### src/rtl/jk_pkg.sv
// Shared constants for the JK-based sequential library: excitation codes {J,K}
// and the default counter width.
package jk_pkg;

    localparam logic [1:0] JK_HOLD = 2'b00;
    localparam logic [1:0] JK_RST  = 2'b01;
    localparam logic [1:0] JK_SET  = 2'b10;
    localparam logic [1:0] JK_TGL  = 2'b11;

    localparam int unsigned DEFAULT_WIDTH = 4;

endpackage

### src/rtl/jk_cell.sv
// Single JK flip-flop with asynchronous active-high reset to 0.
module jk_cell
    import jk_pkg::*;
(
    input  logic clk,
    input  logic rst,
    input  logic j,
    input  logic k,
    output logic q
);

    logic q_q;
    logic q_d;

    always_comb begin
        q_d = q_q;
        unique case ({j, k})
            JK_HOLD: q_d = q_q;
            JK_RST:  q_d = 1'b0;
            JK_SET:  q_d = 1'b1;
            JK_TGL:  q_d = ~q_q;
            default: q_d = q_q;
        endcase
    end

    always_ff @(posedge clk or posedge rst) begin
        if (rst) begin
            q_q <= 1'b0;
        end else begin
            q_q <= q_d;
        end
    end

    assign q = q_q;

endmodule

### src/rtl/jk_sync_counter.sv
// Synchronous up/down counter built from JK cells: per-bit J/K excitation from
// load/count controls, plus a combinational terminal-count output for cascading.
module jk_sync_counter
    import jk_pkg::*;
#(
    parameter int unsigned WIDTH = DEFAULT_WIDTH
) (
    input  logic             clk,
    input  logic             rst,
    input  logic             en,
    input  logic             up,
    input  logic             load,
    input  logic [WIDTH-1:0] din,
    output logic [WIDTH-1:0] q,
    output logic             tc
);

    logic [WIDTH:0]        up_carry;
    logic [WIDTH:0]        dn_carry;
    logic [WIDTH-1:0][1:0] jk;

    // up_carry[i] = AND of q[i-1:0]; dn_carry[i] = AND of ~q[i-1:0].
    // Index WIDTH doubles as the all-ones / all-zeros detector for tc.
    always_comb begin
        up_carry    = '0;
        dn_carry    = '0;
        up_carry[0] = 1'b1;
        dn_carry[0] = 1'b1;
        for (int i = 0; i < WIDTH; i++) begin
            up_carry[i+1] = up_carry[i] & q[i];
            dn_carry[i+1] = dn_carry[i] & ~q[i];
        end
    end

    always_comb begin
        jk = '0;
        for (int i = 0; i < WIDTH; i++) begin
            if (load) begin
                jk[i] = din[i] ? JK_SET : JK_RST;
            end else if (en) begin
                jk[i] = (up ? up_carry[i] : dn_carry[i]) ? JK_TGL : JK_HOLD;
            end else begin
                jk[i] = JK_HOLD;
            end
        end
    end

    for (genvar g = 0; g < WIDTH; g++) begin : g_bit
        jk_cell u_cell (
            .clk (clk),
            .rst (rst),
            .j   (jk[g][1]),
            .k   (jk[g][0]),
            .q   (q[g])
        );
    end

    assign tc = en & ~load & ((up & up_carry[WIDTH]) | (~up & dn_carry[WIDTH]));

endmodule
### config.mk
export PLATFORM = sky130hd
export DESIGN_NAME = jk_sync_counter
export DESIGN_NICKNAME = d
export VERILOG_FILES = /design/src/rtl/jk_pkg.sv /design/src/rtl/jk_cell.sv /design/src/rtl/jk_sync_counter.sv
export SDC_FILE = /design/constraint.sdc
export NUM_CORES = 1
export LEC_CHECK = 0
export BUFFER_PORTS_ARGS = -buffer_cell sky130_fd_sc_hd__buf_4
export CAP_MARGIN = 0
export CORE_AREA = 2 2 39 41
export CTS_BUF_LIST = sky130_fd_sc_hd__clkbuf_4 sky130_fd_sc_hd__clkbuf_8
export CTS_CLUSTER_SIZE = 8
export DETAILED_ROUTE_END_ITERATION = 7
export DIE_AREA = 0 0 41 43
export GPL_ROUTABILITY_DRIVEN = 0
export RECOVER_POWER = 100
export SYNTH_ARGS = -nofsm -noshare
export SYNTH_HDL_FRONTEND = slang
export SYNTH_SLANG_ARGS = --single-unit
### constraint.sdc
create_clock -name clk -period 3.1 [get_ports clk]
set_input_delay 0.465 -clock clk [delete_from_list [all_inputs] [get_ports clk]]
set_output_delay 0.465 -clock clk [all_outputs]
set_load 0.01 [all_outputs]
Word-level counts from Yosys, hierarchy flattened

Index checks and enable logic that the tools add are counted.

Bits in registers: 4
Input port bits: 9
Output and inout port bits: 5
Word-level logic and storage cells: 59

Equal/unequal tests: 12
Mux-type cells: 22
Bitwise operators: 17
Reduce and logical (&&, ||, !) cells: 4

Operator list:

| cell               | count |
|---|---|
| $mux 2             | 15 |
| $eq 2x2->1 const B | 8 |
| $pmux 1 s3         | 4 |
| $and 1x1->1        | 10 |
| $eq 2x1->1 const B | 4 |
| $logic_not 2->1    | 4 |
| $not 1->1          | 6 |
| $mux 1             | 3 |
| $or 1x1->1         | 1 |

Depth between registers and ports, before layout

Depth after elaboration: 9
Gate-level depth with buffers: 4

Cells and area by module

Synthesis repeated with hierarchy kept, for this count alone.

Cells, all modules: 39
Area total of the unflattened synthesis: 294.0 µm²

Modules (own cells, without submodules):

| module          | times used | cells an instance | area each (µm²) | seq. area each (µm²) |
|---|---|---|---|---|
| jk_cell         | 4          | 4                 | 37.5            | 25.0 |
| jk_sync_counter | 1          | 23                | 143.9           | 0.0 |

Worst setup path before layout

OpenSTA, ideal clock, no wires.

Kind: register -> output
From: register g_bit[0].u_cell.q_q
To: output port tc
Arrival time: 1.236 ns
Data required time: 2.635 ns
Setup slack: 1.399 ns
Cell stages (with the launch flop): 4
Cell sequence: dfrtp_1 nor4_1 mux2i_1 nor3b_1

Cells in the longest elaborated chain, start to end: 7
Elaborated cells between the ends (all ways): 11
Those cells by class: bitwise (11)

RTL lines:

| element                  | line                  | source |
|---|---|---|
| start, declared          | jk_cell.sv:12         | `logic q_q;` |
| start signal, assigned   | jk_cell.sv:30         | `q_q <= q_d;` |
| $not 1->1                | jk_sync_counter.sv:31 | `dn_carry[i+1] = dn_carry[i] & ~q[i];` |
| $and 1x1->1 (3 in a row) | jk_sync_counter.sv:31 |  |
| $and 1x1->1              | jk_sync_counter.sv:58 | `assign tc = en & ~load & ((up & up_carry[WIDTH]) \| (~up & dn_carry[WIDTH]));` |
| $or 1x1->1 (*)           | jk_sync_counter.sv:58 |  |
| $and 1x1->1 (*)          | jk_sync_counter.sv:58 |  |
| end, declared            | jk_sync_counter.sv:15 | `output logic tc` |

Mark *: on every way between the ends. The rest lies on a longest branch, timed or not.

Worst setup path after layout

Ends and elaborated chain as after synthesis.

==> results.md <==
- DRT iter0 DRCs: 6
- Largest register FFs: 4
- Via count: about 300
- Hold Vio Cnt, Final: 0
- Multi-input logic area: about 170 µm²
- Chip width: 41 µm
- Lkg Pwr: roughly 0.17 nW
- Clk_lat worst skew: 240 ps
- Synth warn: 0
- Cells after DPL: 60
- Non-Filler Instances: between 60 and 70
- Synth top area cells: dfrtp_1 31%, buf_4 12%, xnor2_1 5.4%
- Worst VDD drop: around 0.00029 V
- Port Buf Inserts: 13
- Starting density of the core: 23.5%
- Worst hold path class: in2async
- Count leader, synth: buf_4
- TritonCTS Buffers: 3
- Top layer reached by signal wires: met3
- Largest net degree at the start of global routing: 13
- Synth Register Bits: 4
- Synth Area per Inst: 8.79 µm²
- Ys async rst share: 100%
- Std-Cell Rows: 14
- Number of distinct library cells after synthesis: 22
- N_diodes: 0
- Post-synth top area cell: dfrtp_1
- Synth cell count leaders: 5 x buf_4, 4 x dfrtp_1, 3 x nand3_1
- Mapped Area: ~330 µm²
- RSZ-0062 raised after global routing: false
- Kind of critical path: reg2out
- Setup ws final: slightly above 1000 ps
- Max Buffers Root-to-Sink: 2
- CTS clock-pin slew for the worst setup and hold paths: approximately 40 ps
- Fraction of layout cells with a size suffix above 1: 29.8%
- Sequential share of the synthesized area: 30.8%
- Slew HR: 72.1%
- Worst Path Arrival: about 1600 ps
- Postcts setup bufs: 0
- Synth Area in Simple Gates: about a third
- Met2 wire length: about 330 µm
- Mux cell area share after synthesis: under 10%
- Critical path startpoint category: flip-flop
- Cells after Synth: 37
- Crit-path max FO: 7
- # IOs: 14
- EDFF count, synth: 0
- Least-Margin Pin Slew: between 400 and 500 ps
- DP Area: approximately 400 µm²
- Initial antenna violation count: 0
- Cts hold-fix bufs: 0
- Vias per inst: about 4.9
- Core Util, Final: about 29%
- Compound-cell area share of the yosys netlist: between 10 and 15%
- CTS tree: yes
- Post-CTS Resized: 0
- F_max: 484 MHz
- DR WL/cell: between 10 and 15 µm
- # setup viols final: 0
- Sequential standard cell area: about 100 µm²
- First-pass GRT wire length: roughly 990 µm
- Vias in the first global route: 243
- Root Driver: clkbuf_4
- Final nets: 58
- Post-layout minimum cycle time: between 2000 and 2500 ps
- Crit path required time: approximately 2600 ps
- Syn-to-layout area delta: 23.5%
- CP Capture Type: output port
- Router iterations before antenna repair: 4
- Fin Setup TNS: 0 ps
- Core Region: 0.00138 mm²
- Dominant synthesized flop cell: dfrtp_1
- Fillers: approximately 150
- Remaining Overflow, GRT: 0
- Largest family of logic cells by synthesized area: simple AND/OR/NAND/NOR gates
- Overall Global Routing Usage: 9.07%
- CTS H-Tree Depth: 1
- Post-synth top area share: between 30% and 40%
- Detailed Route WL: between 700 and 800 µm
- Max Slew Vio Count: 0
- Synthesized Nets: 46
- Die area: 0.00176 mm²
- Residual DRC: 0
- Post-synthesis adder-cell area fraction: 0%
- XOR/XNOR share of the synthesized area: roughly 5.4%
- Clock skew: about 4 ps
- Period utilization: between 60% and 70%
- M1 WL: ~320 µm
- Final instance area: ~400 µm²
- Routed Antenna Nets: 0
- Pre-CTS WS: around 1200 ps
- # clock sinks: 4
- Max-cap violations: 0
- PwrDens: 455 mW/mm²
- Die Ht: 43 µm
- WL met3: 58 µm
- Status: finished clean
per-layer routing:
layer	vias up	global-route usage [%]
li1	153	-
met1	143	10.4
met2	13	11.6
met3	0	7.85
met4	0	4.00
met5	-	0
metrics by stage:
step	power [mW]	hold WS, ps
detailed placement	0.125	367
floorplan	0.110	231
CTS	0.193	117
global route	0.197	118
global placement	0.124	366
finish	0.183	122
worst paths after layout:
check	startpoint	to	slack, ps	cells past startpoint
worst max-delay path	g_bit[0].u_cell.q	tc	1030	4
worst min-delay path	rst	g_bit[3].u_cell.q	120	2
worst max register to register	g_bit[0].u_cell.q	g_bit[2].u_cell.q	1530	3
worst min register to register	g_bit[3].u_cell.q	g_bit[3].u_cell.q	670	3
max in group asynchronous	rst	g_bit[0].u_cell.q	2820	2
min in group clk	din[0]	g_bit[0].u_cell.q	440	3
where the power goes:
part / internal [mW] / switching [mW]
clock network: 0.0434 / 0.0222
logic: 0.0254 / 0.0214
registers: 0.0595 / 0.0110
cell families after synthesis:
| family | after synthesis |
|---|---|
| xor gates and xnor gates | 2 |
| DFF | 4 |
| muxes | 1 |
| buffers and inverters | 8 |
| and+or+nand+nor | 16 |
| AOI/OAI and AO/OA | 6 |
cell usage in the layout (no fill, tap or decap), types with 2 or more instances in the layout:
cell type  instances
a21oi_1            2
buf_4              7
clkbuf_1           5
clkbuf_4           4
dfrtp_1            4
inv_1              2
nand2_1            2
nand3_1            3
nor2_1             2
nor3b_1            2
xnor2_1            2
final cells by class:
type | count | share of cell area (%)
sequential | 4 | 24.9
multi-input combinational | 25 | 43.0
tap | 16 | 4.98
timing repair buffer | 13 | 19.6
inverter | 2 | 1.87
clock buffer | 3 | 5.61
worst max-delay path, stage by stage, from the launching register on:
cell	delay [ps]
dfrtp_1	450
nor4_1	440
mux2i_1	130
nor3b_1	190
clkbuf_1	170
(Power assumes the default switching activity.)
